==> config.mk <==
export PLATFORM = sky130hd
export DESIGN_NAME = cordic_vector
export DESIGN_NICKNAME = d
export VERILOG_FILES = /design/src/rtl/cordic_vector.sv
export SDC_FILE = /design/constraint.sdc
export NUM_CORES = 1
export LEC_CHECK = 0
export CORE_MARGIN = 3
export CORE_UTILIZATION = 56
export CTS_CLUSTER_SIZE = 30
export DETAILED_ROUTE_END_ITERATION = 7
export PLACE_DENSITY = 0.79
export SYNTH_ARGS = -nofsm -noshare
export SYNTH_HDL_FRONTEND = slang
export SYNTH_SLANG_ARGS = --single-unit
==> constraint.sdc <==
create_clock -name clk -period 6.58 [get_ports clk]
set_clock_uncertainty 0.1 [all_clocks]
set_input_delay 1.316 -clock clk [delete_from_list [all_inputs] [get_ports clk]]
set_output_delay 1.316 -clock clk [all_outputs]
set_load 0.01 [all_outputs]
==> src/rtl/cordic_vector.sv <==
// cordic_vector: CORDIC vectoring-mode unit computing atan2(y_in, x_in) and |(x_in, y_in)|.
// Inputs are Q2.20, the angle is Q3.20 and the magnitude is unsigned Q5.20.
// Build option: define CORDIC_VECTOR_GAIN_COMP_EN to scale mag_out by K = 0.607252
// (removing the CORDIC gain). This adds the COMP state and one cycle of latency.
//
// state | meaning
// ------+--------------------------------------------------------------
// IDLE  | waiting for start; x_in/y_in captured on the accepting edge
// PRE   | quadrant pre-rotation into the right half-plane
// ITER  | 16 micro-rotations (i = 0..15) driving y toward zero
// COMP  | gain compensation of x (only with CORDIC_VECTOR_GAIN_COMP_EN)
// DONE  | results valid in angle_out/mag_out, done pulses for one cycle
module cordic_vector (
   input  logic        clk,
   input  logic        reset_n,
   input  logic        start,
   input  logic [21:0] x_in,
   input  logic [21:0] y_in,
   output logic        busy,
   output logic        done,
   output logic [22:0] angle_out,
   output logic [24:0] mag_out
);

   typedef enum logic [2:0] {
      IDLE = 3'd0,
      PRE  = 3'd1,
      ITER = 3'd2,
      COMP = 3'd3,
      DONE = 3'd4
   } state_t;

   // pi/2 in Q3.20
   localparam logic signed [22:0] HALF_PI = 23'sd1647099;

   state_t state;
   state_t state_nxt;

   logic signed [24:0] x_r;
   logic signed [24:0] y_r;
   logic signed [22:0] z_r;
   logic [3:0]         iter_r;
   // both inputs zero: the iterations would still accumulate angle, so results are forced
   logic               zero_r;

   logic signed [24:0] x_step;
   logic signed [24:0] y_step;
   logic signed [22:0] z_step;
   logic signed [22:0] e_i;

   // atan(2^-i) in Q2.20
   function automatic logic signed [22:0] atan_lut(input logic [3:0] idx);
      logic signed [22:0] v;
      case (idx)
         4'd0:    v = 23'sd823549;
         4'd1:    v = 23'sd486170;
         4'd2:    v = 23'sd256879;
         4'd3:    v = 23'sd130396;
         4'd4:    v = 23'sd65451;
         4'd5:    v = 23'sd32757;
         4'd6:    v = 23'sd16383;
         4'd7:    v = 23'sd8192;
         4'd8:    v = 23'sd4096;
         4'd9:    v = 23'sd2048;
         4'd10:   v = 23'sd1024;
         4'd11:   v = 23'sd512;
         4'd12:   v = 23'sd256;
         4'd13:   v = 23'sd128;
         4'd14:   v = 23'sd64;
         default: v = 23'sd32;
      endcase
      return v;
   endfunction

   // state register
   always_ff @(posedge clk or negedge reset_n) begin
      if (!reset_n) begin
         state <= IDLE;
      end else begin
         state <= state_nxt;
      end
   end

   // next-state and Moore outputs; busy spans PRE through COMP, done is the DONE cycle
   always_comb begin
      state_nxt = state;
      busy      = 1'b0;
      done      = 1'b0;
      case (state)
         IDLE: begin
            if (start) begin
               state_nxt = PRE;
            end
         end
         PRE: begin
            busy      = 1'b1;
            state_nxt = ITER;
         end
         ITER: begin
            busy = 1'b1;
            if (iter_r == 4'd15) begin
`ifdef CORDIC_VECTOR_GAIN_COMP_EN
               state_nxt = COMP;
`else
               state_nxt = DONE;
`endif
            end
         end
         COMP: begin
            busy      = 1'b1;
            state_nxt = DONE;
         end
         DONE: begin
            done      = 1'b1;
            state_nxt = IDLE;
         end
         default: begin
            state_nxt = IDLE;
         end
      endcase
   end

   // one micro-rotation from the current x, y, z; direction chosen by the sign of y
   always_comb begin
      e_i = atan_lut(iter_r);
      if (!y_r[24]) begin
         x_step = x_r + (y_r >>> iter_r);
         y_step = y_r - (x_r >>> iter_r);
         z_step = z_r + e_i;
      end else begin
         x_step = x_r - (y_r >>> iter_r);
         y_step = y_r + (x_r >>> iter_r);
         z_step = z_r - e_i;
      end
   end

`ifdef CORDIC_VECTOR_GAIN_COMP_EN
   // x is non-negative after vectoring, so an unsigned multiply by K (Q0.20) is exact enough
   logic [44:0] comp_prod;
   logic [24:0] mag_comp;

   // gain compensation product x * 636750 >> 20
   always_comb begin
      comp_prod = {20'd0, x_r} * 45'd636750;
      mag_comp  = 25'(comp_prod >> 20);
   end
`endif

   // working registers: capture, pre-rotation, micro-rotations, optional compensation
   always_ff @(posedge clk or negedge reset_n) begin
      if (!reset_n) begin
         x_r    <= '0;
         y_r    <= '0;
         z_r    <= '0;
         iter_r <= '0;
         zero_r <= 1'b0;
      end else begin
         case (state)
            IDLE: begin
               if (start) begin
                  x_r    <= {{3{x_in[21]}}, x_in};
                  y_r    <= {{3{y_in[21]}}, y_in};
                  z_r    <= '0;
                  iter_r <= '0;
                  zero_r <= (x_in == 22'd0) && (y_in == 22'd0);
               end
            end
            PRE: begin
               iter_r <= '0;
               if (!x_r[24]) begin
                  z_r <= '0;
               end else if (!y_r[24]) begin
                  x_r <= y_r;
                  y_r <= -x_r;
                  z_r <= HALF_PI;
               end else begin
                  x_r <= -y_r;
                  y_r <= x_r;
                  z_r <= -HALF_PI;
               end
            end
            ITER: begin
               x_r    <= x_step;
               y_r    <= y_step;
               z_r    <= z_step;
               iter_r <= iter_r + 4'd1;
            end
`ifdef CORDIC_VECTOR_GAIN_COMP_EN
            COMP: begin
               x_r <= signed'(mag_comp);
            end
`endif
            default: begin
            end
         endcase
      end
   end

   // result registers load on the edge entering DONE and hold until the next completion
   always_ff @(posedge clk or negedge reset_n) begin
      if (!reset_n) begin
         angle_out <= '0;
         mag_out   <= '0;
      end else begin
`ifdef CORDIC_VECTOR_GAIN_COMP_EN
         if (state == COMP) begin
            angle_out <= zero_r ? 23'd0 : z_r;
            mag_out   <= zero_r ? 25'd0 : mag_comp;
         end
`else
         if ((state == ITER) && (iter_r == 4'd15)) begin
            angle_out <= zero_r ? 23'd0 : z_step;
            mag_out   <= zero_r ? 25'd0 : x_step;
         end
`endif
      end
   end

endmodule

Word level (Yosys, flattened, before mapping)
Memories as Yosys holds them, arrays and structs flattened.
Cells that the tools add are included.

word-level totals
  register bits after elaboration = 129
  bits in read-only memories = 320
  bits of input ports = 47
  output and inout port bits = 50
  logic and storage cells = 64
  memories kept = 1

operators by class
  add/sub/neg operators = 9
  equal/unequal tests = 8
  shift-type cells = 2
  muxes and demuxes = 24
  reductions and logical operators = 11

memories
  memory           words  bits a word  read ports  clocked after Yosys merged registers in  write ports  RTL line  RTL
  (no name shown)  16     20           1           0                                        0            54        case (idx)

operators by type and width
  kind                                                                    number
  25-bit two-way mux                                                      9
  25-bit one-hot mux with 3 select lines                                  2
  23-bit two-way mux                                                      5
  23-bit one-hot mux with 3 select lines                                  1
  25-bit adder                                                            2
  25-bit negator                                                          2
  25-bit by 4-bit >>> shifter with 25-bit output                          2
  25-bit subtractor                                                       2
  22-bit logical NOT                                                      2
  23-bit adder                                                            1
  23-bit subtractor                                                       1
  3-bit one-hot mux with 4 select lines                                   1
  4-bit one-hot mux with 3 select lines                                   1
  3-bit by 2-bit equality test with 1-bit output (second input constant)  2
  3-bit two-way mux                                                       2
  2-bit AND reduction                                                     3
  4-bit by 1-bit adder with 4-bit output (second input constant)          1
  4-bit equality test (second input constant)                             1
  4-bit two-way mux                                                       1
  2-bit inequality test (second input constant)                           2
  3-bit by 1-bit equality test with 1-bit output (second input constant)  1
  3-bit equality test (second input constant)                             1
  3-bit logical NOT                                                       1
  3-bit AND reduction                                                     1
  other kinds (5)                                                         7

Longest topological paths before layout
  depth in word-level cells = 4
  mapped depth = 31

Worst setup path after synthesis
Ideal clock, no wire load.

  path kind = flip-flop to flip-flop
  start point = register iter_r[2]
  end point = register z_r[21]
  library setup time = 0.126 ns
  arrival time = 5.915 ns
  required time = 6.354 ns
  setup slack = 0.439 ns
  stages on the path, launching flop included = 24
  buffers on the path = 7
  period minus slack after synthesis = 6.141 ns
  path through = dfrtp_1 -> clkbuf_1 -> buf_2 -> buf_1 -> buf_1 -> clkbuf_1 -> buf_1 -> buf_1 -> nand2_1 -> o211ai_1 -> ha_1 -> nor2b_1 -> a31oi_1 -> xor2_1 -> ha_1 -> a21o_1 -> a21o_1 -> or3b_2 -> o21ai_0 -> o21ai_0 -> a31oi_1 -> o21ai_0 -> xor2_1 -> a221o_1

on the way
  word-level cells in the longest chain between the ends = 4
  elaborated cells between the ends (all ways) = 5
  classes of those cells = 2 x add/sub; 2 x mux; 1 x memory

ends and longest elaborated chain
  element                                                   RTL line  RTL
  start: declaration                                        42        logic [3:0] iter_r;
  start signal: assignment                                  186       iter_r <= iter_r + 4'd1;
  memory 16 x 20 bit *                                      --
  23-bit adder / 23-bit subtractor (equally long branches)  129, 133
  23-bit two-way mux *                                      126       if (!y_r[24]) begin
  23-bit one-hot mux with 3 select lines *                  158       case (state)
  end signal: assignment                                    179       z_r <= -HALF_PI;
  end signal: assignment                                    185       z_r <= z_step;
  end: declaration                                          41        logic signed [22:0] z_r;

Mark *: on every way between the ends. The rest lies on a longest branch, timed or not.
A chain may end at the register's enable or synchronous reset.

Worst setup path in the final report
  start point = register iter_r[0]
  end point = register x_r[24]

on the way
  word-level cells in the longest chain between the ends = 4
  elaborated cells between the ends (all ways) = 5
  classes of those cells = 2 x add/sub; 1 x shift; 2 x mux

ends and longest elaborated chain
  element                                                   RTL line  RTL
  25-bit by 4-bit >>> shifter with 25-bit output *          127, 131
  25-bit adder / 25-bit subtractor (equally long branches)  127, 131
  25-bit two-way mux *                                      126
  25-bit one-hot mux with 3 select lines *                  158
  end signal: assignment                                    161       x_r <= {{3{x_in[21]}}, x_in};
  end signal: assignment                                    173       x_r <= y_r;
  end signal: assignment                                    177       x_r <= -y_r;
  end: declaration                                          39        logic signed [24:0] x_r;

Marks and branches as above.

==> qor.yml <==
worst_setup_path:
  arrival_ns: 6.24
  crit_path_end_kind: "flip-flop"
  ff2ff_path_depth: 25
  crit_buf_inv: 3
  r2r_start: "iter_r[0]"
  critPathLaunch: "iter_r[0]"
  critPathKind: "reg2reg"
  crit_top_cell: "o21ai_0"
  critical_path.top_delay_family: "compound AO/OA/AOI/OAI gates"
  critPathSlowestCell: "mux4_1"
  worstPathMaxFanout: 13
  worst-r2r-setup-slack_ns: 0.54
  cp.depth: 25
  critPathRequiredTime_ns: 6.77
  start_kind: "flip-flop"
  critPathMaxStageDelay_ns: 0.61
cts:
  numCtsBuffers: 17
  clk_latency_ns: 0.44
  cts_root_buf: "clkbuf_16"
  cts_buffer_depth: 2
  h-tree-depth: 4
  clock_sinks: 129
  cts_tree: "built"
  clk_pin_slew_worst_paths_ns: 0.07
detailed_routing:
  wl_met1_um: 17900
  viasPerCell: 6.92
  dr_total_vias: 13900
  routed_wl_um: 45800
  dr.pass1.iters: 6
  maxUsedRoutingLayer: "met4"
  route.met3.wl_um: 3780
  route.detailed.drc: 0
  wl_met2_um: 21300
  wl_per_cell_um: 22.8
  drt_iter0_drc: 1509
  ant_nets: 0
timing:
  hold_viol: 0
  tightest_slew_ns: 1.20
  post-route-period-util_pct: 91.8
  drv_slew: 0
  finalCriticalPeriod_ns: 6.04
  setup_violations: 0
  finalSetupTns_ns: 0
  rsz0062_at_grt: "false"
  fmax_mhz: 165
  slew_headroom_pct: 19.6
grt:
  grt_max_degree: 77
  grt_pass1_wl_um: 71600
  antenna_found_initial: 1
  grt_pass1_vias: 13200
  overflow: 0
  grtUsageTotal_pct: 33.4
final_layout:
  num_antenna_cells: 0
  nNetsFinal: 1805
  drive_gt1_share_pct: 8.08
  syn_to_final_growth_pct: 11.3
yosys:
  syn_area_sq_um: 14200
  synth_area_leaders: "dfrtp_1, ha_1, xnor2_1"
  yosys_warnings: 0
  yosysMostFrequentCell: "nand2_1"
  ys_seq_area_share_pct: 22.7
  synthTopCellsByCount: "nand2_1, dfrtp_1, nor2_1"
  ys_ff_latch: 129
  syn-num-nets: 1795
  synth_area_per_cell_sq_um: 8.55
  synth_top_area_cell: "dfrtp_1"
  yosysTopAreaCellShare_pct: 22.7
  synth_edf_count: 0
  async_reset_ff_share_pct: 100
  synth_top_flop_cell: "dfrtp_1"
  synthCells: 1660
  synth_cell_types: 83
die:
  start_util_pct: 57.7
  dieHeight_um: 165
  pin_count: 97
  placementRows: 57
  dieWidth_um: 165
  die_area_sq_um: 27300
  coreArea_sq_um: 24600
placed_design:
  hpwl_um: 33400
  gp_congestion: 1.00
  port-buffer-count: 96
flow_run:
  drv_cap: 0
hold_path:
  hold_class: "reg2reg"
  worstHoldStart: "mag_out[23]"
  hold_depth: 2
run_status:
  status: "complete, no violations"
## cells by family after synthesis
| family | Yosys count | synth area share [%] |
|---|---|---|
| xor gates and xnor gates | 155 | 9.66 |
| muxes | 116 | 13.7 |
| buffers and inverters | 177 | 5.35 |
| DFF | 129 | 22.7 |
| and+or+nand+nor | 470 | 15.8 |
| adders and majority gates | 88 | 7.91 |
| AOI/OAI and AO/OA | 525 | 24.8 |
## routing by layer
metal | track usage, % | vias to the layer above
met5 | 0 | -
met4 | 18.0 | 0
met3 | 5.09 | 176
met2 | 55.1 | 792
met1 | 42.3 | 6655
li1 | - | 6261
## worst paths after layout
kind                                endpoint
worst min-delay path             mag_out[23]
max in group asynchronous             x_r[0]
worst min register to register   mag_out[23]
min in group asynchronous       angle_out[4]
worst max register to register       x_r[24]
worst max-delay path                 x_r[24]
## cells in the final DEF (no fill, tap or decap), drive strengths merged, types with 6 or more instances in the layout
cell type      count
nor2             130
mux4              54
o31ai             19
dfrtp            129
a222oi            16
and3               6
ha                85
xnor2            105
o21ai            128
clkbuf            18
a221o             21
inv               51
nor4              17
a221oi            23
nor2b             13
nand2b            21
nand4             11
or3               13
clkdlybuf4s50     95
a22o              38
xor2              49
o21a              14
nand2            155
a31oi             25
buf               29
mux2              12
a211oi            16
a21o              36
a21oi            121
mux2i             50
nor3              40
and2              12
or2                7
o211ai            12
nand3             24
o22ai              7
a211o              6
## flip-flops by register name (all words and copies together) (netlist names)
signal     count
mag_out       25
x_r           25
y_r           25
angle_out     23
z_r           23
iter_r         4
state          3
zero_r         1
## final cells by class
class,instances,area (sq um)
repair buffers,124,1170
clock buffers,18,429
fillers,2066,8800
clock inverters,14,148
well taps,324,405
multi-input cells,1354,10200
inverters,44,165
flip-flops and latches,129,3240
## worst register-to-register path: cells and delay by family, from the launching register on
kind	cells	cell delay, ns
buffers and inverters	3	0.49
DFF	1	0.53
and+or+nand+nor	5	0.89
adders and majority gates	2	0.55
AOI/OAI and AO/OA	11	2.07
xor gates and xnor gates	1	0.20
muxes	3	1.09
## what timing repair did
action,in CTS,in global routing
gates resized for setup,0,1
buffers inserted,0,0
hold buffers,0,0
setup endpoints to repair,0,1
## metrics by stage
step	instances	util, %	worst slack (ns)	hold WS [ns]	area (sq um)
after CTS	2007	64.2	0.558	0.389	15800
after floorplan	1660	-	0.439	0.367	14200
after global routing	2007	64.2	0.104	0.418	15800
final	2007	64.2	0.537	0.391	15800
after global placement	1975	61.9	0.862	0.366	15200
after detailed placement	1975	61.9	0.577	0.374	15200
Power is not shown: default switching activity piles up to over one toggle a cycle in this logic, so the estimate is an artifact.
